--- config.mk ---
export PLATFORM = sky130hd
export DESIGN_NAME = imem_loader
export DESIGN_NICKNAME = d
export VERILOG_FILES = /design/src/rtl/imem_loader.sv
export SDC_FILE = /design/constraint.sdc
export NUM_CORES = 1
export LEC_CHECK = 0
export ABC_CLOCK_PERIOD_IN_PS = 7650
export BUFFER_PORTS_ARGS = -buffer_cell sky130_fd_sc_hd__buf_2
export CAP_MARGIN = 25
export CORE_MARGIN = 2
export CORE_UTILIZATION = 50
export DETAILED_ROUTE_END_ITERATION = 12
export PLACE_DENSITY = 0.72
export SLEW_MARGIN = 10
export SYNTH_ARGS = -nofsm -noshare
export SYNTH_HDL_FRONTEND = slang
export SYNTH_SLANG_ARGS = --single-unit
export TNS_END_PERCENT = 100
--- constraint.sdc ---
create_clock -name clk -period 7.65 [get_ports clk]
set_input_delay 1.1475 -clock clk [delete_from_list [all_inputs] [get_ports clk]]
set_output_delay 1.1475 -clock clk [all_outputs]
set_load 0.05 [all_outputs]
--- src/rtl/imem_loader.sv ---
// Debug-side instruction memory loader: packs a valid/ready byte stream into 32-bit words and
// writes them word by word until a HALT word is seen or the memory is full.
module imem_loader #(
   parameter int unsigned DEPTH     = 32,
   parameter logic [31:0] HALT_WORD = 32'hFFFFFFFF,
   parameter bit          MSB_FIRST = 1'b1
) (
   input  logic        clk,
   input  logic        rst,
   input  logic        start,
   input  logic [7:0]  rx_data,
   input  logic        rx_valid,
   output logic        rx_ready,
   output logic        mem_wr,
   output logic [31:0] mem_addr,
   output logic [31:0] mem_data,
   output logic        busy,
   output logic        done,
   output logic        overflow,
   output logic [31:0] word_count
);

   typedef enum logic [1:0] {StIdle, StRecv, StWrite, StDone} state_e;

   state_e      state_q, state_d;
   logic [1:0]  bcnt_q, bcnt_d;
   // Holds the first three bytes of the word being assembled.
   logic [23:0] wbuf_q, wbuf_d;
   logic [31:0] addr_q, addr_d;
   logic [31:0] data_q, data_d;
   logic [31:0] count_q, count_d;
   logic        ovf_q, ovf_d;
   logic [31:0] word_full;
   logic [23:0] wbuf_shift;

   always_comb begin
      if (MSB_FIRST) begin
         wbuf_shift = {wbuf_q[15:0], rx_data};
         word_full  = {wbuf_q, rx_data};
      end else begin
         wbuf_shift = {rx_data, wbuf_q[23:8]};
         word_full  = {rx_data, wbuf_q};
      end
   end

   always_comb begin
      state_d = state_q;
      bcnt_d  = bcnt_q;
      wbuf_d  = wbuf_q;
      addr_d  = addr_q;
      data_d  = data_q;
      count_d = count_q;
      ovf_d   = ovf_q;
      case (state_q)
         StIdle, StDone: begin
            if (start) begin
               state_d = StRecv;
               addr_d  = 32'd0;
               count_d = 32'd0;
               ovf_d   = 1'b0;
               bcnt_d  = 2'd0;
            end
         end
         StRecv: begin
            if (rx_valid) begin
               wbuf_d = wbuf_shift;
               if (bcnt_q == 2'd3) begin
                  data_d  = word_full;
                  bcnt_d  = 2'd0;
                  state_d = StWrite;
               end else begin
                  bcnt_d = bcnt_q + 2'd1;
               end
            end
         end
         StWrite: begin
            count_d = count_q + 32'd1;
            if (data_q == HALT_WORD) begin
               state_d = StDone;
               ovf_d   = 1'b0;
            end else if (addr_q == 32'(DEPTH - 1)) begin
               state_d = StDone;
               ovf_d   = 1'b1;
            end else begin
               addr_d  = addr_q + 32'd1;
               state_d = StRecv;
            end
         end
         default: state_d = StIdle;
      endcase
   end

   always_ff @(posedge clk or posedge rst) begin
      if (rst) begin
         state_q <= StIdle;
         bcnt_q  <= 2'd0;
         wbuf_q  <= 24'd0;
         addr_q  <= 32'd0;
         data_q  <= 32'd0;
         count_q <= 32'd0;
         ovf_q   <= 1'b0;
      end else begin
         state_q <= state_d;
         bcnt_q  <= bcnt_d;
         wbuf_q  <= wbuf_d;
         addr_q  <= addr_d;
         data_q  <= data_d;
         count_q <= count_d;
         ovf_q   <= ovf_d;
      end
   end

   // Strobes decode straight from state so they fall with an asynchronous reset.
   assign rx_ready   = (state_q == StRecv);
   assign mem_wr     = (state_q == StWrite);
   assign busy       = (state_q == StRecv) || (state_q == StWrite);
   assign done       = (state_q == StDone);
   assign mem_addr   = addr_q;
   assign mem_data   = data_q;
   assign overflow   = ovf_q;
   assign word_count = count_q;

endmodule

# [After elaboration in Yosys (flattened, before gate mapping)]
# Index checks and enable logic that the tools add are counted.
[word_totals] reg_bits=125 input_bits=12 out_inout_bits=101 elab_cells=53
[op_classes] n_addsub=3 eq_ne=12 mux=19 reduce_logical=12
[ops] op="$pmux 32 s2" n=2
[ops] op="$mux 32" n=3
[ops] op="$add 32x1->32 const B" n=2
[ops] op="$eq 32x32->1 const B" n=1
[ops] op="$eq 32x5->1 const B" n=1
[ops] op="$mux 2" n=8
[ops] op="$reduce_and 3->1" n=4
[ops] op="$ne 2x2->1 const B" n=4
[ops] op="$eq 2x2->1 const B" n=3
[ops] op="$pmux 2 s3" n=1
[ops] op="$pmux 2 s2" n=1
[ops] op="$reduce_and 2->1" n=2
[ops] op="$reduce_and 4->1" n=1
[ops] op="$reduce_bool 2->1" n=2
[ops] op="$mux 1" n=3
[ops] op="$ne 3x1->1 const B" n=1
[ops] op="$add 2x1->2 const B" n=1
[ops] op="$eq 2x1->1 const B" n=1
[ops] op="$logic_not 2->1" n=1
[ops] op="$ne 2x1->1 const B" n=1
[ops] op="$pmux 1 s2" n=1
[ops] op="$reduce_or 2->1" n=1
[ops] op="$logic_or 1x1->1" n=1

# [Depth between registers and ports, before layout]
[logic_depth] ltp_word=4 ltp_mapped=10 ltp_nobuf=8

# [Worst setup path after synthesis]
# OpenSTA, ideal clock, no wires.
[synth_timing] path_kind="input -> register" from="in start" to="reg count_q[25] (netlist: word_count[25])" setup_ns=0.079 t_arrival_ns=2.487 required_time_ns=7.571 slack_ns=5.084 cell_stages=6 n_path_buf=0 path_cell_list="mux2_4 -> nand4_4 -> nor3_4 -> nand4_4 -> or3_1 -> a21oi_1"
[synth_between] elab_chain_len=2
[synth_rtl] item="start, declared" line="10" text="input logic start,"
[synth_rtl] item="$ne 2x2->1 (no line)"
[synth_rtl] item="$reduce_and 2->1 (no line)"
[synth_rtl] item="end signal, assigned" line="108" text="count_q <= count_d;"
[synth_rtl] item="end, declared" line="31" text="logic [31:0] count_q, count_d;"
# Every way passes these cells.
# A chain may end at the register's enable or synchronous reset.

# [Final worst setup path]
[layout_timing] from="reg state_q[0]" to="out mem_wr"
[layout_between] elab_chain_len=1
[layout_rtl] item="start, declared" line="25" text="state_e state_q, state_d;"
[layout_rtl] item="start signal, assigned" line="95" text="state_q <= StIdle;"
[layout_rtl] item="start signal, assigned" line="103" text="state_q <= state_d;"
[layout_rtl] item="$eq 2x2->1" line="115" text="assign mem_wr = (state_q == StWrite);"
[layout_rtl] item="end, declared" line="14" text="output logic mem_wr,"
# Every way passes these cells.

==> run summary <==
CP Data Arrival Time -> 2.20 ns
critical path, cell by cell -> inv_1, ha_1, buf_4, buf_2
sequential element share of the synthesized area -> 50.8%
Yosys cell types -> 57
register area -> 3130 sq um
hold path cells -> 1
vias in the first global route -> 4887
area of the mapped netlist -> 6150 sq um
min-delay src -> wbuf_q[22]
# DRC -> 0
FF-to-FF setup slack -> 4.52 ns
I/O Buffers -> 112
RSZ-0062 raised after global routing -> no
Inserted Diodes -> 0
VDD IR max -> 198 uV
Setup-failing EPs final -> 0
Hold Path End -> wbuf_q[22]
htree depth -> 4
crit path max-delay cell type -> ha_1
Bufs and invs on worst path -> 3
core area -> 12000 sq um
number of synthesized flops with an enable pin -> 0
final wirelength -> 15000 um
post-synthesis async set-or-reset flop share -> 100%
std cell rows -> 40
worst path required time -> 6.50 ns
status -> completed
Final Hold Fails -> 0
Slew @ Worst Pin -> 0.849 ns
max_cap viols -> 0
drt first pass iters -> 5
Setup TNS -> 0 ns
Worst R2R End -> word_count[28]
routed len/inst -> 17.7 um
cts repair resizes -> 0
critical path launch point type -> register
share of layout cells above drive strength 1 -> 33.2%
Initial Util -> 51.2%
vias -> 5051
Clock Sink Count -> 125
ys flop type -> dfrtp_1
Ys Warns -> 0
fin. max-slew vios -> 0
min cycle time layout -> 3.34 ns
nets -> 702
die width -> 115 um
Final period util -> 43.7%
CTS Buffer Depth -> 2
post-synth top area cell -> dfrtp_1
CTS tree -> yes
Die Y -> 115 um
Yosys reg bits -> 125
area of the multi-input gates -> 2870 sq um
# hold bufs at CTS -> 0
die area -> 13200 sq um
CTS buffer count -> 17
Worst Path Max Fanout -> 17
max-slew headroom at the worst pin -> 43.4%
Cells after Synth -> 572
fill count -> 974
max frequency -> 299 MHz
P&R area growth vs syn -> 21.6%
I/O pins -> 113
Area contributors post-synth -> dfrtp_1 (51%), mux2_2 (10%), nand2_1 (3.8%)
global-route wire length before repair -> 24800 um
CP Capture Type -> primary output
synthesized area per cell -> 10.8 sq um
Iteration-0 DRC Markers -> 472
Pwr Density -> 332 nW/um^2
Synth top area share -> 50.8%
CTS root buf -> clkbuf_16
Post-DRT Antenna Nets -> 0
largest net degree at the start of global routing -> 66
postcts setup bufs -> 0
kind of critical path -> register to primary output
Syn Nets -> 591
HP Class -> register to register
vias per cell -> 5.99
Worst path max stage delay -> 0.60 ns
DP HPWL -> 10200 um
insertion delay to the later sink of the worst-skew pair -> 0.42 ns
initial antenna violation count -> 0
GR Overflow Total -> 0
Design Power -> 2.49 mW
Placer Congestion -> 0.926
Worst Skew -> 0.00513 ns
R2R Path Start -> state_q[0]
Total GRT Usage -> 23.9%
Register-to-Register Path Depth -> 9
Top Family by Delay on Critical Path -> buffers and inverters
leakage power -> 3.60 nW
Clock transition at path regs -> 0.06 ns
==> registers in the layout (all words and copies together), names as in the netlist <==
register / cells
bcnt_q: 2
mem_addr: 32
mem_data: 32
overflow: 1
state_q: 2
wbuf_q: 24
word_count: 32
==> layout by cell type, fill, tap and decap left out, drive strengths merged, types with 8 or more instances in the layout <==
cell / netlist / final
a21oi: 19 / 19
and3: 8 / 8
buf: 11 / 118
clkbuf: 15 / 17
dfrtp: 125 / 125
inv: 13 / 13
mux2: 57 / 57
nand2: 64 / 64
nand3: 34 / 34
nand4: 25 / 25
nor2: 37 / 37
nor3: 12 / 12
nor4: 12 / 12
o211ai: 8 / 8
o21ai: 29 / 29
or3: 11 / 11
or4: 10 / 10
xor2: 12 / 12
==> power by group <==
part	switching (mW)	internal, mW	leakage, nW	total [mW]
sequential	0.112	0.794	1.68	0.907
combinational	0.505	0.229	1.64	0.733
clock	0.304	0.543	0.287	0.847
==> through the flow <==
stage / area, sq um / cells / setup WS (ns) / hold WS [ns] / utilization (%)
CTS: 7450 / 842 / 4.33 / 0.509 / 62.0
finish: 7480 / 843 / 4.31 / 0.506 / 62.3
floorplan: 6150 / 572 / 3.17 / 0.475 / -
global route: 7480 / 843 / 4.21 / 0.519 / 62.3
global placement: 6830 / 810 / 4.60 / 0.484 / 56.9
detailed placement: 6830 / 810 / 4.50 / 0.496 / 56.9
==> layer usage <==
metal  up-vias  wire length, um  track usage (%)
li1       2358                -                -
met1      2490             6390             32.5
met2       177             7390             37.6
met3        26              903             5.22
met4         0              275             9.56
met5         -                0                0
==> how the worst max path moves through the flow <==
stage                from             end  slack [ns]  cells after the start
6_report       state_q[0]          mem_wr        4.31                      4
5_1_grt        state_q[0]          mem_wr        4.21                      4
4_1_cts        state_q[0]          mem_wr        4.33                      4
3_5_place_dp        start  word_count[28]        4.50                      8
3_3_place_gp        start  word_count[26]        4.60                      7
2_1_floorplan         rst       bcnt_q[0]        3.17                      1
==> layout make-up <==
class | instances | share of cell area (%)
Clock buffer | 17 | 5.69
Clock inverter | 15 | 2.64
Inverter | 13 | 0.686
Multi-Input combinational cell | 408 | 38.3
Sequential cell | 125 | 41.8
Tap cell | 147 | 2.46
Timing Repair Buffer | 118 | 8.36
==> worst reg2reg max path: stages (launching register included) <==
cell and delay (ns):
dfrtp_1 0.43, inv_1 0.08, ha_1 0.60, mux2i_4 0.30, buf_4 0.31, nor4_4 0.51
nand4_2 0.25, nor3_1 0.30, xnor2_1 0.16, nor2_1 0.05
==> cell usage after synthesis (2+ instances only) <==
cell,count
a21oi_1,19
nor3_1,11
o21ai_0,22
nand3_1,31
a22o_1,6
o311ai_0,3
dfrtp_1,125
o41ai_1,2
nor2_1,36
o311ai_1,4
xor2_1,12
clkbuf_1,15
buf_2,4
nand3_2,3
nand4_1,22
a21o_1,2
o211ai_1,8
and3_1,8
a221o_1,2
mux2i_1,5
buf_1,4
nor4_4,3
a41oi_1,4
inv_1,13
and4_1,7
nand2_1,62
xnor2_1,6
nand2_2,2
a22oi_1,3
or4_4,3
nor4_1,7
mux2_2,56
ha_1,7
nand4_4,2
a31oi_1,7
buf_4,2
or4_1,7
nor4_2,2
or3_1,11
o21ai_1,7
==> logic make-up (layout without fill, tap and decap cells) <==
logic type | after synthesis | after routing | share of synthesized area [%]
AND/OR/NAND/NOR | 225 | 225 | 20.7
multiplexers | 63 | 63 | 11.5
XOR/XNOR | 18 | 18 | 2.56
AO/OA/AOI/OAI | 95 | 95 | 10.3
flip-flops | 125 | 125 | 50.8
adder cells (fa/ha/maj) | 7 | 7 | 1.42
buffers and inverters | 39 | 163 | 2.70
(Power assumes the default switching activity.)
